### src/rtl/fetch_stage.sv
// rtl/fetch_stage.sv - instruction fetch stage with IF/ID register (optional HLT predecode: FETCH_HALT_DETECT_EN)
module fetch_stage #(
  parameter logic [15:0] RESET_PC  = 16'h0000,
  parameter logic [15:0] NOP_INSTR = 16'h0000
) (
  input  logic        clk,
  input  logic        rst,
  input  logic        stall,
  input  logic        flush,
  input  logic [15:0] redirect_pc,
  input  logic        halt_req,
  output logic [15:0] imem_addr,
  output logic        imem_req,
  input  logic [15:0] imem_data,
  input  logic        imem_valid,
  output logic [15:0] instruction,
  output logic [15:0] pc_plus2,
  output logic        if_valid,
  output logic        halted
);

  typedef enum logic {FETCH, HALTED} state_t;

  state_t      state, state_n;
  logic [15:0] pc, pc_n;
  logic [15:0] instr_n, pc_plus2_n;
  logic        if_valid_n;
  logic [15:0] pc_inc;
  logic        is_hlt;

  // PC+2 wraps naturally at 16 bits
  assign pc_inc    = pc + 16'd2;
  assign imem_addr = pc;
  // no request while reset is held, even though the state already reads FETCH
  assign imem_req  = (state == FETCH) && !rst;
  assign halted    = (state == HALTED);

`ifdef FETCH_HALT_DETECT_EN
  assign is_hlt = (imem_data[15:12] == 4'hF);
`else
  assign is_hlt = 1'b0;
`endif

  // next-state selection: flush beats stall, stall beats halt and normal fetch
  always_comb begin
    state_n    = state;
    pc_n       = pc;
    instr_n    = instruction;
    pc_plus2_n = pc_plus2;
    if_valid_n = if_valid;
    if (flush) begin
      state_n    = FETCH;
      pc_n       = {redirect_pc[15:1], 1'b0};
      instr_n    = NOP_INSTR;
      if_valid_n = 1'b0;
    end else if (stall) begin
      // everything holds; the same address is refetched afterwards
    end else if (state == HALTED) begin
      instr_n    = NOP_INSTR;
      if_valid_n = 1'b0;
    end else if (halt_req) begin
      state_n    = HALTED;
      instr_n    = NOP_INSTR;
      if_valid_n = 1'b0;
    end else if (imem_valid) begin
      instr_n    = imem_data;
      pc_plus2_n = pc_inc;
      if_valid_n = 1'b1;
      if (is_hlt) begin
        // HLT goes to decode but fetch parks on its address
        state_n = HALTED;
      end else begin
        pc_n = pc_inc;
      end
    end else begin
      instr_n    = NOP_INSTR;
      if_valid_n = 1'b0;
    end
  end

  // state, PC and IF/ID registers with asynchronous reset
  always_ff @(posedge clk or posedge rst) begin
    if (rst) begin
      state       <= FETCH;
      pc          <= RESET_PC;
      instruction <= NOP_INSTR;
      pc_plus2    <= 16'h0000;
      if_valid    <= 1'b0;
    end else begin
      state       <= state_n;
      pc          <= pc_n;
      instruction <= instr_n;
      pc_plus2    <= pc_plus2_n;
      if_valid    <= if_valid_n;
    end
  end

endmodule

### config.mk
export PLATFORM = sky130hd
export DESIGN_NAME = fetch_stage
export DESIGN_NICKNAME = d
export VERILOG_FILES = /design/src/rtl/fetch_stage.sv
export SDC_FILE = /design/constraint.sdc
export NUM_CORES = 1
export LEC_CHECK = 0
export CAP_MARGIN = 25
export CORE_MARGIN = 10
export CORE_UTILIZATION = 39
export CTS_BUF_LIST = sky130_fd_sc_hd__clkbuf_4 sky130_fd_sc_hd__clkbuf_8 sky130_fd_sc_hd__clkbuf_16
export DETAILED_ROUTE_END_ITERATION = 10
export GPL_TIMING_DRIVEN = 0
export PLACE_DENSITY_LB_ADDON = 0.12
export SYNTH_ARGS = -nofsm -noshare
export SYNTH_HDL_FRONTEND = slang
export SYNTH_SLANG_ARGS = --single-unit
### constraint.sdc
create_clock -name clk -period 2 [get_ports clk]
set_clock_uncertainty 0.1 [all_clocks]
set_input_delay 0.5 -clock clk [delete_from_list [all_inputs] [get_ports clk]]
set_output_delay 0.5 -clock clk [all_outputs]
set_load 0.05 [all_outputs]
; Word level (Yosys, flattened, before mapping)
; Cells that the tools add are included.
[totals]
ff_bits = 50
out_inout_bits = 51
word_cells = 37
[classes]
add_sub_neg = 1
n_eq_ne = 3
n_mux = 19
bitwise_logic = 4
n_reduce_logical = 5
[ops]
columns = cell, count
row1 = $mux W16, 10
row2 = $add A16 B2 Y16 const B, 1
row3 = $mux W1, 9
row4 = $reduce_and A5 Y1, 1
row5 = $ne A2 B2 Y1 const B, 2
row6 = $not A1 Y1, 4
row7 = $reduce_and A4 Y1, 1
row8 = $ne A2 B1 Y1 const B, 1
row9 = $reduce_bool A2 Y1, 1
row10 = $logic_and A1 B1 Y1, 1
row11 = $logic_not A1 Y1, 1

; Longest topological paths before layout
[logic_depth]
word_depth = 6
ltp_mapped = 6
ltp_nobuf = 5

; Worst setup path before layout
; No wires, ideal clock.
[synth_path]
path_type = register to register
from = reg pc[1], in the netlist imem_addr[1]
to = reg pc_plus2[15]
setup_ns = 0.131
arrival_time_ns = 1.924
required_time_ns = 1.769
slack_ns = -0.155
path_stages_with_launch = 6
path_cell_list = dfrtp_1 ha_1 nand4_2 nor4_1 xnor2_1 o21ai_0
[synth_via]
elab_chain_len = 1
[synth_lines]
columns = element, line
row1 = "start, declared", 25  ; logic [15:0] pc, pc_n;
row2 = "start signal, assigned", 91  ; pc <= pc_n;
row3 = $add A16 B2 Y16, 32  ; assign pc_inc = pc + 16'd2;
row4 = "end signal, assigned", 93  ; pc_plus2 <= pc_plus2_n;
row5 = "end, declared", 17  ; output logic [15:0] pc_plus2,
; Every way passes these cells.
; A chain may end at the register's enable or synchronous reset.

; Worst setup path after layout
[layout_path]
from = reg pc[8], in the netlist imem_addr[8]
to = out imem_addr[8]
[layout_rtl]
columns = element, line
row1 = "end, declared", 12  ; output logic [15:0] imem_addr,
; No word-level cell between the ends.

==> flow_summary.yaml <==
clocking:
  clk_path_buf_depth: 2
  insertion_delay_ps: 300
  clk_pin_slew_ps: 90
  cts_tree: "built"
  clock-sinks: 48
  ctsRootBufferMaster: "clkbuf_8"
  h-tree-depth: 2
  cts_buffers: 5
route:
  vias: 2012
  via_per_inst: 5.12
  routed_wl_mm: 6.65
  drc: 0
  drt_pass1_iterations: 4
  wl_per_cell_um: 16.9
  drt.antenna.violating_nets: 0
  drtIter0Drc: 84
place:
  post-place-ws_ps: -916
  portBuffers: 85
  dpl.hpwl_mm: 5.08
  gp_congestion: 0.777
  dpl_cell_area_sq_um: 3260
critical_path:
  slowest_stage: "dlygate4sd2_1"
  path_buf_inv: 1
  critPathMaxFanout: 6
  crit_type: "flip-flop to output pin"
  critPathMaxStageDelay_ps: 590
  cp.arrival_ps: 1370
  start_kind: "flip-flop"
  crit_family: "buffers and inverters"
  cp.required_ps: 1400
  crit_path_end_kind: "output pin"
  cp_cell_sequence: "dlygate4sd2_1"
synthesis:
  yosysUniqueCellTypes: 40
  synthAdderAreaFrac_pct: 0.546
  synth_xor_area_share_pct: 8.41
  syn_area_sq_um: 2290
  async_reset_ff_share_pct: 100
  synth.top_cell.area_share_pct: 52.4
  ys.flop_type: "dfrtp_1"
  yosysSeqAreaShare_pct: 52.4
  synth-simple-area-share_pct: 17.6
  ys_top_cells_by_count: "dfrtp_1, nand2_1, o21ai_0"
  synth_mux_area_share_pct: 0.873
  synthMostInstantiatedCell: "dfrtp_1"
  synth_top_family_by_area: "simple AND/OR/NAND/NOR gates"
  yosys_warnings: 0
  synth_seq_cells: 48
  synth_top_cells_by_area: "dfrtp_1, a22o_1, xnor2_1"
  yosysTopAreaCell: "dfrtp_1"
  synth_compound_area_share_pct: 14.2
  synth.avg_cell_area_sq_um: 10.4
  synth_cells: 221
  synth_edf_count: 0
global_routing:
  antenna_found_initial: 0
  grt_pass1_wl_mm: 11.0
  grt_pass1_vias: 2096
  grt_start_max_net_pins: 34
  grt_overflow: 0
  grt.total_usage_pct: 14.0
sta:
  fin_crit_sh_pct: 98.4
  slew_violations: 0
  finalCriticalPeriod_ps: 1970
  rsz0062_at_grt: "false"
  hold_violations: 0
  finalSetupViolCount: 0
  max_freq_mhz: 508
  worst_pin_slew_ps: 551
  relSlewSlack_pct: 63.3
  worst_slack_ps: 31.3
floorplanning:
  die_area_sq_um: 9340
  start_util_pct: 40.9
  rows: 27
  die_w_um: 96.7
  core_sq_um: 5610
  fp.dieH_um: 96.7
  floorplan.io_pins: 89
pwr:
  p_leak_nw: 1.60
  ir_drop_mv: 0.436
  totalPowerFinal_w: 0.00268
  p_per_area_nw_per_um2: 786
final_layout:
  nets: 359
  multi_input_area_sq_um: 1030
  fin_util_pct: 60.8
  fin_area_sq_um: 3410
  drive_above_1_share_pct: 14.0
  area_delta_synth_final_pct: 48.7
  fillCellCount: 535
  seq_area_sq_um: 1200
  n_antenna_cell: 0
status:
  status: "complete, no violations"
flow_run:
  max-cap-violations: 0
worst_hold_path:
  min_path_type: "flip-flop to flip-flop"
[state kept, by name, summed over array words and instances (netlist names)]
| signal | count |
|---|---|
| halted | 1 |
| if_valid | 1 |
| imem_addr | 15 |
| instruction | 16 |
| pc_plus2 | 15 |
[kinds of logic after synthesis]
group,Yosys count
AO/OA/AOI/OAI,50
XOR/XNOR,22
adder cells (fa/ha/maj),1
buffers and inverters,18
flip-flops,48
multiplexers,2
other,1
AND/OR/NAND/NOR,79
[what timing repair did]
| item | 4_1_cts | 5_1_grt |
|---|---|---|
| hold buffers | 0 | 0 |
| resized for setup | 70 | 10 |
| buffers inserted | 5 | 1 |
| hold endpoints to repair | 0 | 0 |
| pin swaps | 6 | 3 |
| endpoints found under the setup margin | 94 | 14 |
[routing by layer]
| metal | track usage [%] | wire (um) | vias up | share of wire [%] |
|---|---|---|---|---|
| met5 | 0 | 0 | - | 0 |
| met2 | 23.5 | 3300 | 48 | 50 |
| met3 | 4.47 | 369 | 7 | 5.6 |
| li1 | - | - | 973 | - |
| met4 | 4.17 | 82 | 0 | 1.2 |
| met1 | 16.4 | 2890 | 984 | 43 |
[cell type report]
cell class,count,share of cell area [%]
plain buffers,13,3.60
clock buffers,6,2.42
clock inverters,2,0.404
inverters,4,0.441
multi-input cells,156,30.3
flip-flops and latches,48,35.4
well taps,72,2.64
repair buffers,92,24.8
[placed cells by master, fill, tap and decap left out, types with 2 or more instances in the layout]
cell type / netlist / final
dfrtp_1: 48 / 45
clkdlybuf4s15_1: 0 / 2
clkdlybuf4s50_1: 0 / 33
or3_1: 2 / 2
a31oi_1: 3 / 3
nand4_1: 4 / 4
a22o_1: 16 / 16
and3_1: 2 / 2
buf_6: 4 / 4
nor4_4: 1 / 2
xnor2_1: 16 / 16
clkbuf_8: 1 / 7
nor4_1: 3 / 2
nor2_1: 10 / 9
dfrtp_2: 0 / 3
clkbuf_2: 0 / 4
nand2_1: 35 / 35
nor3_1: 6 / 5
buf_8: 1 / 2
conb_1: 1 / 2
or2_2: 2 / 2
mux2i_1: 2 / 2
inv_1: 4 / 3
buf_4: 3 / 8
dlygate4sd2_1: 0 / 48
xor2_1: 6 / 6
o21ai_0: 21 / 20
o21ai_1: 5 / 6
nand3_1: 6 / 6
[worst paths after layout]
kind	slack [ps]	start	end	cells after the start
min reg2reg	380	pc_plus2[8]$_DFFE_PP0P_	pc_plus2[8]$_DFFE_PP0P_	2
min in group asynchronous	400	rst	instruction[1]$_DFFE_PP0N_	2
max reg2reg	120	imem_addr[9]$_DFFE_PP0P_	pc_plus2[14]$_DFFE_PP0P_	4
max	30	imem_addr[8]$_DFFE_PP0P_	imem_addr[8]	1
min	380	pc_plus2[8]$_DFFE_PP0P_	pc_plus2[8]$_DFFE_PP0P_	2
max in group asynchronous	890	rst	imem_addr[2]$_DFFE_PP0P_	3
[report_power, final]
part | internal [W] | switching, W
Clock | 0.000283 | 0.000335
Sequential | 0.00108 | 0.0000839
Combinational | 0.000284 | 0.000617
Total | 0.00164 | 0.00104
[metrics by stage]
step | TNS [ps] | instances | hold WS (ps)
final | 0 | 393 | 379
after global routing | 0 | 393 | 413
after CTS | 0 | 393 | 386
after detailed placement | -27550 | 380 | 367
after global placement | -66530 | 379 | 359
after floorplan | 0 | 222 | 521
Note: power is estimated with default switching activity, not from simulation.
